===== src/rtl/ipl_pkg.sv =====
// Shared types and the combinational priority rule for the IPL encoder.
// The code struct mirrors the three output groups of a 74F148: {_A, _GS, _EO}.
package ipl_pkg;

    typedef struct packed {
        logic [2:0] a;
        logic       gs;
        logic       eo;
    } ipl_code_t;

    localparam ipl_code_t CODE_DISABLED = '{a: 3'b111, gs: 1'b1, eo: 1'b1};
    localparam ipl_code_t CODE_IDLE     = '{a: 3'b111, gs: 1'b1, eo: 1'b0};

    // Ascending scan so the highest active index is the last one written.
    function automatic ipl_code_t prio_encode(input logic [7:0] i_s, input logic ei_s);
        ipl_code_t code;
        code = ei_s ? CODE_DISABLED : CODE_IDLE;
        if (!ei_s) begin
            for (int k = 0; k < 8; k++) begin
                if (!i_s[k]) begin
                    code = '{a: ~3'(k), gs: 1'b0, eo: 1'b1};
                end
            end
        end
        return code;
    endfunction

endpackage


===== src/rtl/ipl_priority_encoder_if.sv =====
// Request/IPL signal bundle between the interrupt sources and the CPU IPL pins.
// All signals are active-low except the CHG strobe.
interface ipl_priority_encoder_if;
    logic [7:0] _I;
    logic       _EI;
    logic       _HOLD;
    logic [2:0] _A;
    logic       _GS;
    logic       _EO;
    logic       CHG;

    modport master (output _I, _EI, _HOLD, input _A, _GS, _EO, CHG);
    modport slave  (input _I, _EI, _HOLD, output _A, _GS, _EO, CHG);
endinterface


===== src/rtl/sync_chain.sv =====
// Multi-bit flop-chain synchroniser for asynchronous active-low lines.
// Synchronous reset drives every stage to all-ones, i.e. every line inactive.
module sync_chain #(
    parameter int WIDTH  = 9,
    parameter int STAGES = 2
) (
    input  logic             clk_i,
    input  logic             rst_i,
    input  logic [WIDTH-1:0] d_i,
    output logic [WIDTH-1:0] q_o
);

    logic [STAGES-1:0][WIDTH-1:0] stage_q;

    always_ff @(posedge clk_i) begin
        if (rst_i) begin
            stage_q <= '1;
        end else begin
            // NOTE: non-blocking so each stage takes its neighbour's old value, forming a true shift chain.
            stage_q[0] <= d_i;
            for (int s = 1; s < STAGES; s++) begin
                stage_q[s] <= stage_q[s-1];
            end
        end
    end

    assign q_o = stage_q[STAGES-1];

endmodule


===== src/rtl/ipl_priority_encoder.sv =====
// Registered 74F148-style 8-to-3 active-low priority encoder with input
// synchronisers, a FILTER-cycle stability filter and an output hold.
module ipl_priority_encoder
    import ipl_pkg::*;
#(
    parameter int SYNC_STAGES = 2,
    parameter int FILTER      = 2
) (
    input logic                    CLK,
    input logic                    RST,
    ipl_priority_encoder_if.slave  bus
);

    localparam int            CW   = $clog2(FILTER + 1);
    localparam logic [CW-1:0] FILT = CW'(FILTER);

    logic [8:0]    sync_d;
    logic [8:0]    sync_q;
    ipl_code_t     cand;
    ipl_code_t     hist_q;
    ipl_code_t     out_q;
    logic [CW-1:0] cnt_d;
    logic [CW-1:0] cnt_q;
    logic          chg_d;
    logic          chg_q;

    assign sync_d = {bus._EI, bus._I};

    sync_chain #(
        .WIDTH  (9),
        .STAGES (SYNC_STAGES)
    ) u_sync (
        .clk_i (CLK),
        .rst_i (RST),
        .d_i   (sync_d),
        .q_o   (sync_q)
    );

    // cnt_d is the stable count including the current edge; it saturates at FILTER.
    always_comb begin
        // NOTE: every always_comb output gets a default first so no path can infer a latch.
        cand  = prio_encode(sync_q[7:0], sync_q[8]);
        cnt_d = cnt_q;
        if (cand != hist_q) begin
            cnt_d = CW'(1);
        end else if (cnt_q != FILT) begin
            cnt_d = cnt_q + CW'(1);
        end
        chg_d = (cnt_d == FILT) && bus._HOLD && (cand != out_q);
    end

    always_ff @(posedge CLK) begin
        if (RST) begin
            hist_q <= CODE_DISABLED;
            cnt_q  <= '0;
            out_q  <= CODE_DISABLED;
            chg_q  <= 1'b0;
        end else begin
            hist_q <= cand;
            cnt_q  <= cnt_d;
            chg_q  <= chg_d;
            if (chg_d) begin
                out_q <= cand;
            end
        end
    end

    assign bus._A   = out_q.a;
    assign bus._GS  = out_q.gs;
    assign bus._EO  = out_q.eo;
    assign bus.CHG  = chg_q;

endmodule


===== src/flat_wrapper.sv =====
// flat-port wrapper written by rule: the top's interface ports become plain ports
module ipl_priority_encoder_flat import ipl_pkg::*;
#(
    parameter int SYNC_STAGES = 2,
    parameter int FILTER      = 2
)
  (CLK, RST, bus__I, bus__EI, bus__HOLD, bus__A, bus__GS, bus__EO, bus_CHG);
  ipl_priority_encoder_if bus_i ();
  input logic CLK;
  input logic RST;
  input wire logic [$bits(bus_i._I)-1:0] bus__I;
  input wire logic [$bits(bus_i._EI)-1:0] bus__EI;
  input wire logic [$bits(bus_i._HOLD)-1:0] bus__HOLD;
  output wire logic [$bits(bus_i._A)-1:0] bus__A;
  output wire logic [$bits(bus_i._GS)-1:0] bus__GS;
  output wire logic [$bits(bus_i._EO)-1:0] bus__EO;
  output wire logic [$bits(bus_i.CHG)-1:0] bus_CHG;
  assign bus_i._I = bus__I;
  assign bus_i._EI = bus__EI;
  assign bus_i._HOLD = bus__HOLD;
  assign bus__A = bus_i._A;
  assign bus__GS = bus_i._GS;
  assign bus__EO = bus_i._EO;
  assign bus_CHG = bus_i.CHG;
  ipl_priority_encoder #(.SYNC_STAGES(SYNC_STAGES), .FILTER(FILTER)) u_core (.CLK(CLK), .RST(RST), .bus(bus_i));
endmodule

===== config.mk =====
export PLATFORM = sky130hd
export DESIGN_NAME = ipl_priority_encoder_flat
export DESIGN_NICKNAME = d
export VERILOG_FILES = /design/src/rtl/ipl_pkg.sv /design/src/rtl/ipl_priority_encoder_if.sv /design/src/rtl/sync_chain.sv /design/src/rtl/ipl_priority_encoder.sv /design/src/flat_wrapper.sv
export SDC_FILE = /design/constraint.sdc
export NUM_CORES = 1
export LEC_CHECK = 0
export CAP_MARGIN = 0
export CORE_ASPECT_RATIO = 0.9
export CORE_MARGIN = 3
export CORE_UTILIZATION = 50
export CTS_CLUSTER_DIAMETER = 120
export DETAILED_ROUTE_END_ITERATION = 16
export DONT_BUFFER_PORTS = 1
export PLACE_DENSITY = 0.71
export REMOVE_ABC_BUFFERS = 1
export SYNTH_ARGS = -nofsm -noshare
export SYNTH_HDL_FRONTEND = slang
export SYNTH_SLANG_ARGS = --single-unit

===== constraint.sdc =====
create_clock -name CLK -period 1.9 [get_ports CLK]
set_input_delay 0.38 -clock CLK [delete_from_list [all_inputs] [get_ports CLK]]
set_output_delay 0.38 -clock CLK [all_outputs]
set_load 0.02 [all_outputs]

==> flow_metrics.py <==
metrics = {
    "run_status": {
        "status": "finished with violations",
        "violations": "negative setup slack",
    },
    "sta": {
        "worst_hold_slack_ps": 111,
        "finalClockSkew_ps": 2.94,
        "drv_slew": 0,
        "timing.final.crit_period_ps": 1960,
        "finalSetupViolations": 5,
        "worst_slew_pin_slew_ps": 380,
        "hold_viol_final": 0,
        "slew_headroom_pct": 74.4,
        "fin_crit_sh_pct": 103,
        "rsz0062_at_grt": "true",
        "setup_tns_ps": -210,
        "finalWorstSetupSlack_ps": -59.0,
        "maxClockFrequency_mhz": 510,
    },
    "detailed_routing": {
        "vias_per_cell": 5.41,
        "wl_met1_mm": 1.05,
        "drc": 0,
        "wl_per_cell_um": 14.6,
        "vias": 871,
        "highest_layer": "met4",
        "drt_first_pass_iters": 4,
        "drtIter0Drc": 22,
        "met3WireLength_um": 133,
        "routed_wirelength_mm": 2.34,
        "wl_met2_mm": 1.10,
        "drtAntennaViolNets": 0,
    },
    "logic_synthesis": {
        "yosysMostFrequentCell": "dfxtp_1",
        "synth_area_per_cell_um2": 10.4,
        "dominantRegCellSynth": "dfxtp_1",
        "syn_area_um2": 1200,
        "seq_area_frac_synth_pct": 51.7,
        "netlist_top_cells_count": "dfxtp_1, or2_2, nand2_1",
        "synth_area_leaders": "dfxtp_1, or2_2, o31a_1, or3_1, nand2_1",
        "ys_seq_elements": 31,
        "synth_cell_type_count": 33,
        "yosysWarnings": 0,
        "synth_area_leader_cell": "dfxtp_1",
        "yosys.area.top_type_share_pct": 51.7,
        "synth_cells": 115,
        "synth_edf_count": 0,
        "ys_async_sr_fraction_pct": 0,
    },
    "grt": {
        "grt_max_degree": 29,
        "grt_overflow": 0,
        "grt_pass1_vias": 826,
        "grt_pass1_wl_mm": 3.75,
        "antenna_found_initial": 0,
        "gr-usage-all-layers_pct": 17.5,
    },
    "setup_path": {
        "criticalPathCategory": "reg2reg",
        "r2r-start": "u_core.u_sync.q_o[2]$_SDFF_PP1_",
        "start_kind": "flop",
        "r2r_slack_ps": -60,
        "crit_fanout": 7,
        "critPathCaptureType": "flop",
        "crit_arrival_ps": 2180,
        "required_ps": 2120,
        "reg2reg_to": "u_core.bus._GS$_SDFFE_PP1P_",
        "reg2reg_depth": 8,
    },
    "floorplan": {
        "dieArea_um2": 3020,
        "core-area_um2": 2220,
        "die_h_um": 52.5,
        "rows": 16,
        "fp.dieW_um": 57.6,
        "io_pins": 18,
        "start_util_pct": 54.0,
    },
    "clock_network": {
        "path_clk_slew_ps": 90,
        "cts_made_buffers": 5,
        "cts.htree.levels": 2,
        "ctsHoldBuffers": 0,
        "root_buffer": "clkbuf_4",
        "cts_sinks": 31,
        "cts_tree": "built",
        "clk_latency_ps": 330,
        "clk_path_buf_depth": 2,
    },
    "hold_path": {
        "hp-class": "in2reg",
        "min_to": "u_core.cnt_q[0]$_SDFF_PP0_",
        "hold_depth": 1,
        "min_from": "RST",
    },
    "finish": {
        "fin_util_pct": 67.7,
        "final_area_um2": 1510,
        "nets": 146,
        "drive_above_1_share_pct": 47.8,
        "final_cells": 161,
        "area_growth_pct": 25.4,
        "antenna_cells": 0,
    },
    "power_and_ir_drop": {
        "power.leakage_nw": 0.573,
        "power.density_nw_per_um2": 921,
        "peakVddDrop_mv": 0.722,
        "design_power_total_mw": 1.39,
    },
    "run": {
        "maxCapViolCount": 0,
    },
    "place": {
        "place_area_um2": 1310,
        "dp_cells": 150,
        "place_ws_ps": -121,
        "dp_hpwl_mm": 1.57,
        "gp_congestion": 0.859,
        "port_buffers": 0,
    },
}
==> where the power goes <==
part	switching (mW)	internal (mW)	total, mW	leakage (nW)
sequential	0.0154	0.675	0.691	0.255
combinational	0.0803	0.0877	0.168	0.270
clock	0.217	0.311	0.527	0.0482
==> cells by family after synthesis <==
kind of cell	after synthesis	share of synthesized area, %
buffers and inverters	7	2.50
DFF	31	51.7
xor gates and xnor gates	3	2.19
AOI/OAI and AO/OA	20	15.1
and+or+nand+nor	53	27.4
adders and majority gates	1	1.04
==> cells in the final DEF (no fill, tap or decap), types with 2 or more instances in the layout <==
cell type  Yosys  layout
or2_2         19      19
nor3_1         3       2
nand4_4        1       2
nor2_1         5       4
nand2b_1       3       2
dfxtp_1       31      28
o31a_1         5       5
inv_1          3       3
or3_1          5       5
dfxtp_2        0       2
a31oi_2        0       2
a31oi_1        4       2
clkbuf_4       0       5
buf_4          1      14
nand2_1        8       7
nor2_4         1       2
==> layer usage <==
metal | vias up | global-route usage (%)
met5 | - | 0
met4 | 0 | 8.49
met3 | 7 | 8.62
met2 | 26 | 27.3
met1 | 399 | 19.9
li1 | 439 | -
==> critical path: stages, from the launching register on <==
cell and delay, ps:
dfxtp_2 360, buf_6 110, nand2b_4 60, a211oi_4 280
nor2_2 100, xor2_2 170, o311ai_4 430, nor2_4 80
o31a_1 260
==> final cells by class <==
class | instances | area [µm²]
clock buffer | 6 | 51.3
clock inverter | 2 | 35.0
fill | 168 | 717
inverter | 3 | 11.3
multi-input combinational | 77 | 631
sequential | 31 | 627
tap | 27 | 33.8
timing repair buffer | 15 | 116
==> sequential cells by signal, summed over array words and instances, names as in the netlist <==
register / cells
u_core.u_sync.q_o: 9
u_core.u_sync.stage_q: 9
u_core.hist_q: 5
u_core.bus._A: 3
u_core.cnt_q: 2
u_core.bus.CHG: 1
u_core.bus._EO: 1
u_core.bus._GS: 1
==> how the worst max path moves through the flow <==
stage,startpoint,endpoint,slack (ps),depth (start not counted)
final,u_core.u_sync.q_o[2]$_SDFF_PP1_,u_core.bus._GS$_SDFFE_PP1P_,-60,8
after global routing,u_core.u_sync.q_o[4]$_SDFF_PP1_,u_core.bus._GS$_SDFFE_PP1P_,-180,7
after CTS,u_core.u_sync.q_o[2]$_SDFF_PP1_,u_core.bus._GS$_SDFFE_PP1P_,-70,8
after detailed placement,u_core.u_sync.q_o[6]$_SDFF_PP1_,u_core.bus._A[2]$_SDFFE_PP1P_,-120,8
after global placement,u_core.u_sync.q_o[6]$_SDFF_PP1_,u_core.bus._A[1]$_SDFFE_PP1P_,-70,8
after floorplan,u_core.u_sync.q_o[3]$_SDFF_PP1_,u_core.bus._EO$_SDFFE_PP1P_,40,7
==> what timing repair did <==
action | in CTS | in global routing
gates resized for setup | 11 | 9
pin swaps | 10 | 3
hold endpoints to repair | 0 | 0
endpoints found under the setup margin | 5 | 7
gates cloned | 0 | 0
buffers inserted | 3 | 0
(Power assumes the default switching activity.)
